==> config.mk <==
export PLATFORM = sky130hd
export DESIGN_NAME = fusion_feedback_tx
export DESIGN_NICKNAME = d
export VERILOG_FILES = /design/src/rtl/fusion_feedback_tx.sv
export SDC_FILE = /design/constraint.sdc
export NUM_CORES = 1
export LEC_CHECK = 0
export BUFFER_PORTS_ARGS = -buffer_cell sky130_fd_sc_hd__buf_2
export CAP_MARGIN = 10
export CORE_AREA = 2 2 215 217
export DETAILED_ROUTE_END_ITERATION = 6
export DIE_AREA = 0 0 217 219
export GPL_ROUTABILITY_DRIVEN = 0
export PLACE_DENSITY = 0.47
export RECOVER_POWER = 25
export SLEW_MARGIN = 20
export SYNTH_ARGS = -nofsm -noshare
export SYNTH_HDL_FRONTEND = slang
export SYNTH_SLANG_ARGS = --single-unit
==> constraint.sdc <==
create_clock -name clk -period 7.5 [get_ports clk]
set_clock_uncertainty 0.1 [all_clocks]
set_input_delay 1.125 -clock clk [delete_from_list [all_inputs] [get_ports clk]]
set_output_delay 1.125 -clock clk [all_outputs]
set_load 0.005 [all_outputs]
==> src/rtl/fusion_feedback_tx.sv <==
// Fused-estimate return path: captures one 6-state / 6-covariance frame and streams it
// as 12 sixteen-bit words on two independent valid/ready channels (A = sensor 1, B = sensor 2).
module fusion_feedback_tx #(
   parameter int PF_SHIFT = 0
) (
   input  logic        clk,
   input  logic        rst,
   input  logic        in_valid,
   output logic        in_ready,
   input  logic [15:0] x0f,
   input  logic [15:0] x1f,
   input  logic [15:0] x2f,
   input  logic [15:0] x3f,
   input  logic [15:0] x4f,
   input  logic [15:0] x5f,
   input  logic [31:0] pf1,
   input  logic [31:0] pf2,
   input  logic [31:0] pf3,
   input  logic [31:0] pf4,
   input  logic [31:0] pf5,
   input  logic [31:0] pf6,
   output logic        a_valid,
   input  logic        a_ready,
   output logic [15:0] a_data,
   output logic [3:0]  a_idx,
   output logic        a_last,
   output logic        b_valid,
   input  logic        b_ready,
   output logic [15:0] b_data,
   output logic [3:0]  b_idx,
   output logic        b_last,
   output logic        sat_flag,
   output logic        busy
);

   // state | meaning
   // IDLE  | no frame held, ready to capture
   // SEND  | frame held, at least one channel still has words outstanding
   typedef enum logic {IDLE, SEND} state_t;

   state_t      state, state_nxt;
   logic [15:0] frame_buf [16];
   logic [3:0]  a_ptr, b_ptr;
   logic        a_done, b_done;
   logic        capture, a_fire, b_fire, a_fin, b_fin;
   logic [31:0] pf_in   [6];
   logic [15:0] pf_nar  [6];
   logic [5:0]  pf_clamp;

   // Returns {clamped, value}: shifted covariance limited to the non-negative 16-bit range.
   function automatic logic [16:0] narrow(input logic [31:0] pf);
      logic signed [31:0] s;
      s = $signed(pf) >>> PF_SHIFT;
      if (s < 32'sd0)
         narrow = {1'b1, 16'h0000};
      else if (s > 32'sd32767)
         narrow = {1'b1, 16'h7fff};
      else
         narrow = {1'b0, s[15:0]};
   endfunction

   assign pf_in[0] = pf1;
   assign pf_in[1] = pf2;
   assign pf_in[2] = pf3;
   assign pf_in[3] = pf4;
   assign pf_in[4] = pf5;
   assign pf_in[5] = pf6;

   always_comb begin
      for (int i = 0; i < 6; i++) begin
         {pf_clamp[i], pf_nar[i]} = narrow(pf_in[i]);
      end
   end

   assign capture = in_valid & in_ready;
   assign a_fire  = ~a_done & a_ready;
   assign b_fire  = ~b_done & b_ready;
   assign a_fin   = a_done | (a_fire & (a_ptr == 4'd11));
   assign b_fin   = b_done | (b_fire & (b_ptr == 4'd11));

   always_ff @(posedge clk) begin
      if (rst) state <= IDLE;
      else     state <= state_nxt;
   end

   always_comb begin
      state_nxt = state;
      in_ready  = 1'b0;
      case (state)
         IDLE: begin
            in_ready = ~rst;
            if (in_valid & ~rst) state_nxt = SEND;
         end
         SEND: begin
            if (a_fin & b_fin) state_nxt = IDLE;
         end
         default: state_nxt = IDLE;
      endcase
   end

   always_ff @(posedge clk) begin
      if (rst) begin
         a_ptr    <= 4'd0;
         b_ptr    <= 4'd0;
         a_done   <= 1'b1;
         b_done   <= 1'b1;
         sat_flag <= 1'b0;
         for (int i = 0; i < 16; i++) frame_buf[i] <= 16'h0000;
      end else if (capture) begin
         frame_buf[0] <= x0f;
         frame_buf[1] <= x1f;
         frame_buf[2] <= x2f;
         frame_buf[3] <= x3f;
         frame_buf[4] <= x4f;
         frame_buf[5] <= x5f;
         for (int i = 0; i < 6; i++) frame_buf[i+6] <= pf_nar[i];
         sat_flag <= |pf_clamp;
         a_ptr    <= 4'd0;
         b_ptr    <= 4'd0;
         a_done   <= 1'b0;
         b_done   <= 1'b0;
      end else begin
         // pointers park on 11 once done so outputs stay quiet until the next capture
         if (a_fire) begin
            if (a_ptr == 4'd11) a_done <= 1'b1;
            else                a_ptr  <= a_ptr + 4'd1;
         end
         if (b_fire) begin
            if (b_ptr == 4'd11) b_done <= 1'b1;
            else                b_ptr  <= b_ptr + 4'd1;
         end
      end
   end

   assign a_valid = ~a_done;
   assign a_data  = frame_buf[a_ptr];
   assign a_idx   = a_ptr;
   assign a_last  = ~a_done & (a_ptr == 4'd11);
   assign b_valid = ~b_done;
   assign b_data  = frame_buf[b_ptr];
   assign b_idx   = b_ptr;
   assign b_last  = ~b_done & (b_ptr == 4'd11);
   assign busy    = (state == SEND);

endmodule

==> impl_metrics.ini <==
[grt]
grt_first_pass_wirelength_microns = 59500
grt_usage_pct = 17.50
grt_max_degree = 131
antenna_found_initial = 4
overflow = 0
grt_pass1_vias = 8828

[power_and_ir_drop]
pwr-share-clk_pct = 39.8
p_int_mw = 2.325
worst_ir_drop_vdd_mv = 0.1330
p_per_area_mw_per_mm2 = 217.1
swShare_pct = 24.98
p_seq_share_pct = 46.9
p_switching_uw = 774.1
p_leak_nw = 5.717
combinationalPowerShare_pct = 13.3

[finish]
mostFrequentLayoutCells = 338 x buf_2, 192 x edfxtp_1, 96 x mux4_2, 96 x and3_1, 92 x o21a_1
nets = 1373
drive_gt1_share_pct = 45.11
final_common_cell = buf_2
final_cells = 1695
synthToLayoutAreaGrowth_pct = 28.15
diodes = 0

[clock_tree]
h-tree-depth = 1
clk_latency_ps = 550
cts_tree = built
cts_setup_buffers = 0
cts_resized = 0
ctsHoldBuffers = 0
cts-root-buf = clkbuf_16
cts_buffers = 27
clock-sinks = 212
clk_path_buf_depth = 3
clk_pin_slew_ps = 60

[yosys]
ys.flop_type = edfxtp_1
yosysSeqAreaShare_pct = 55.35
synthesis.area_per_instance_sq_um = 14.83
synthesis.instances = 751
syn-cell-area_sq_mm = 0.01114
yosys_warnings = 0
async_flop_share_pct = 0
synth_edf_count = 192
ys_seq_elements = 212
post_synth_num_cell_types = 33

[detailed_routing]
wl_per_cell_microns = 24.98
route.detailed.drc = 0
drt.antenna.violating_nets = 0
vias_per_cell = 4.888
drtIter0Drc = 481
drtPass1Iterations = 5
drt-total-wl_microns = 42340
via_count = 8286

[sta]
rsz0062_at_grt = false
slew_viol_final = 99
fin_setup_tns_ps = 0
worst_slew_pin_slew_ps = 4012
setup-violations-final = 0
fmax_mhz = 190.1
period_share_pct = 70.16
fin_crit_ps = 5262
max_slew_margin_pct = -167.4
hold_viol = 0

[floorplan]
start_util_pct = 24.71
fp.dieH_microns = 219
die_w_microns = 217
io_pins = 340
die_area_sq_mm = 0.04752
core_region_area_sq_mm = 0.04509
rows = 78

[hold_path]
hold_path_class = flip-flop to flip-flop
min_to = sat_flag$_SDFFE_PP0P_
holdPathStages = 2
min_from = sat_flag$_SDFFE_PP0P_

[worst_setup_path]
path_max_fanout = 98
required_ps = 7820
reg2reg_from = busy$_SDFF_PP0_
cp_data_arrival_time_ps = 5580
reg2reg_slack_ps = 4170
reg2reg_depth = 5
criticalPathCategory = input port to flip-flop
end_kind = flip-flop
critPathLaunchType = input port
r2r_end = frame_buf[7][11]$_SDFFCE_PP0P_

[status]
status = complete, but fails checks
violations = max-capacitance violations, max-slew violations

[placement]
placed_cells = 1648
port-buffer-count = 339
hpwlAfterDp_microns = 30240

[run]
max_cap_viol_count = 1
cell type report:
cell class	count	area, sq um
fill	4651	30810
sequential	212	6176
multi-input combinational	441	4541
timing repair buffer	359	1856
tap	600	750.7
clock buffer	38	748.2
inverter	37	138.9
clock inverter	8	65.06
kinds of logic (layout without fill, tap and decap cells):
kind of cell | count (synthesis) | in the layout | synth area share (%)
AO/OA/AOI/OAI | 131 | 131 | 8.334
XOR/XNOR | 6 | 6 | 0.4717
adder cells (fa/ha/maj) | 2 | 2 | 0.2246
buffers and inverters | 103 | 442 | 4.246
flip-flops | 212 | 212 | 55.35
multiplexers | 128 | 128 | 22.28
other | 1 | 6 | 0.03366
AND/OR/NAND/NOR | 168 | 168 | 9.053
registers in the layout, indices dropped and copies added, names as in the netlist, named ones only:
name and flops:
frame_buf 192, b_done 1, b_idx 4, busy 1
a_idx 4, sat_flag 1, a_done 1
metrics by stage:
| step | power (mW) | setup slack (ps) | instance area (sq um) | utilization [%] | hold WS, ps |
|---|---|---|---|---|---|
| final | 3.099 | 2238 | 14270 | 31.66 | 413.7 |
| after floorplan | 1.688 | 2928 | 11160 | - | 390.0 |
| after CTS | 3.145 | 3017 | 14270 | 31.65 | 413.5 |
| after global routing | 3.219 | 1759 | 14270 | 31.66 | 457.3 |
| after detailed placement | 1.899 | 3613 | 13460 | 29.85 | 405.5 |
| after global placement | 1.895 | 3588 | 13450 | 29.84 | 393.1 |
power groups by stage:
stage	clock (mW)	sequential, mW	combinational, mW
3_3_place_gp	0	1.48	0.413
4_1_cts	1.27	1.46	0.415
5_1_grt	1.31	1.47	0.447
3_5_place_dp	0	1.48	0.414
2_1_floorplan	0	1.45	0.243
6_report	1.23	1.45	0.412
how the worst max path moves through the flow:
stage	slack, ps	cells past startpoint	start	endpoint
5_1_grt	1760	7	in_valid	sat_flag$_SDFFE_PP0P_
6_report	2240	7	in_valid	sat_flag$_SDFFE_PP0P_
2_1_floorplan	2930	4	rst	frame_buf[0][0]$_SDFFCE_PN0P_
3_5_place_dp	3610	5	flip-flop	b_data[5]
4_1_cts	3020	5	flip-flop	b_data[5]
3_3_place_gp	3590	5	flip-flop	b_data[5]
synthesized netlist by cell type, types with 4 or more instances:
cell type	number	area [sq um]
edfxtp_1	192	5766
and3_1	96	600.6
mux4_2	96	2162
o21a_1	92	690.7
clkbuf_1	39	146.4
inv_1	37	138.9
mux2i_1	32	320.3
o22ai_1	32	200.2
nor4_1	25	156.4
dfxtp_1	20	400.4
buf_2	15	75.07
nor2_1	14	52.55
nand4_1	8	50.05
a21oi_1	6	30.03
nand2_1	6	22.52
xor2_1	6	52.55
nand3_1	5	25.02
buf_4	4	30.03
buf_6	4	45.04
per-layer routing:
metal / vias to the layer above / share of wire, % / global-route usage, %
li1: 3683 / - / -
met1: 4172 / 38 / 19.77
met2: 359 / 53 / 33.18
met3: 66 / 5.8 / 3.160
met4: 6 / 3.2 / 5.457
met5: - / 0.073 / 0
worst max-delay path, cell delays in order:
cell and delay, ps:
clkbuf_1 160, clkbuf_1 2820, nor4b_4 610, buf_4 330, nand3_1 120, nor4_1 260
a21oi_1 120
(Power assumes the default switching activity.)
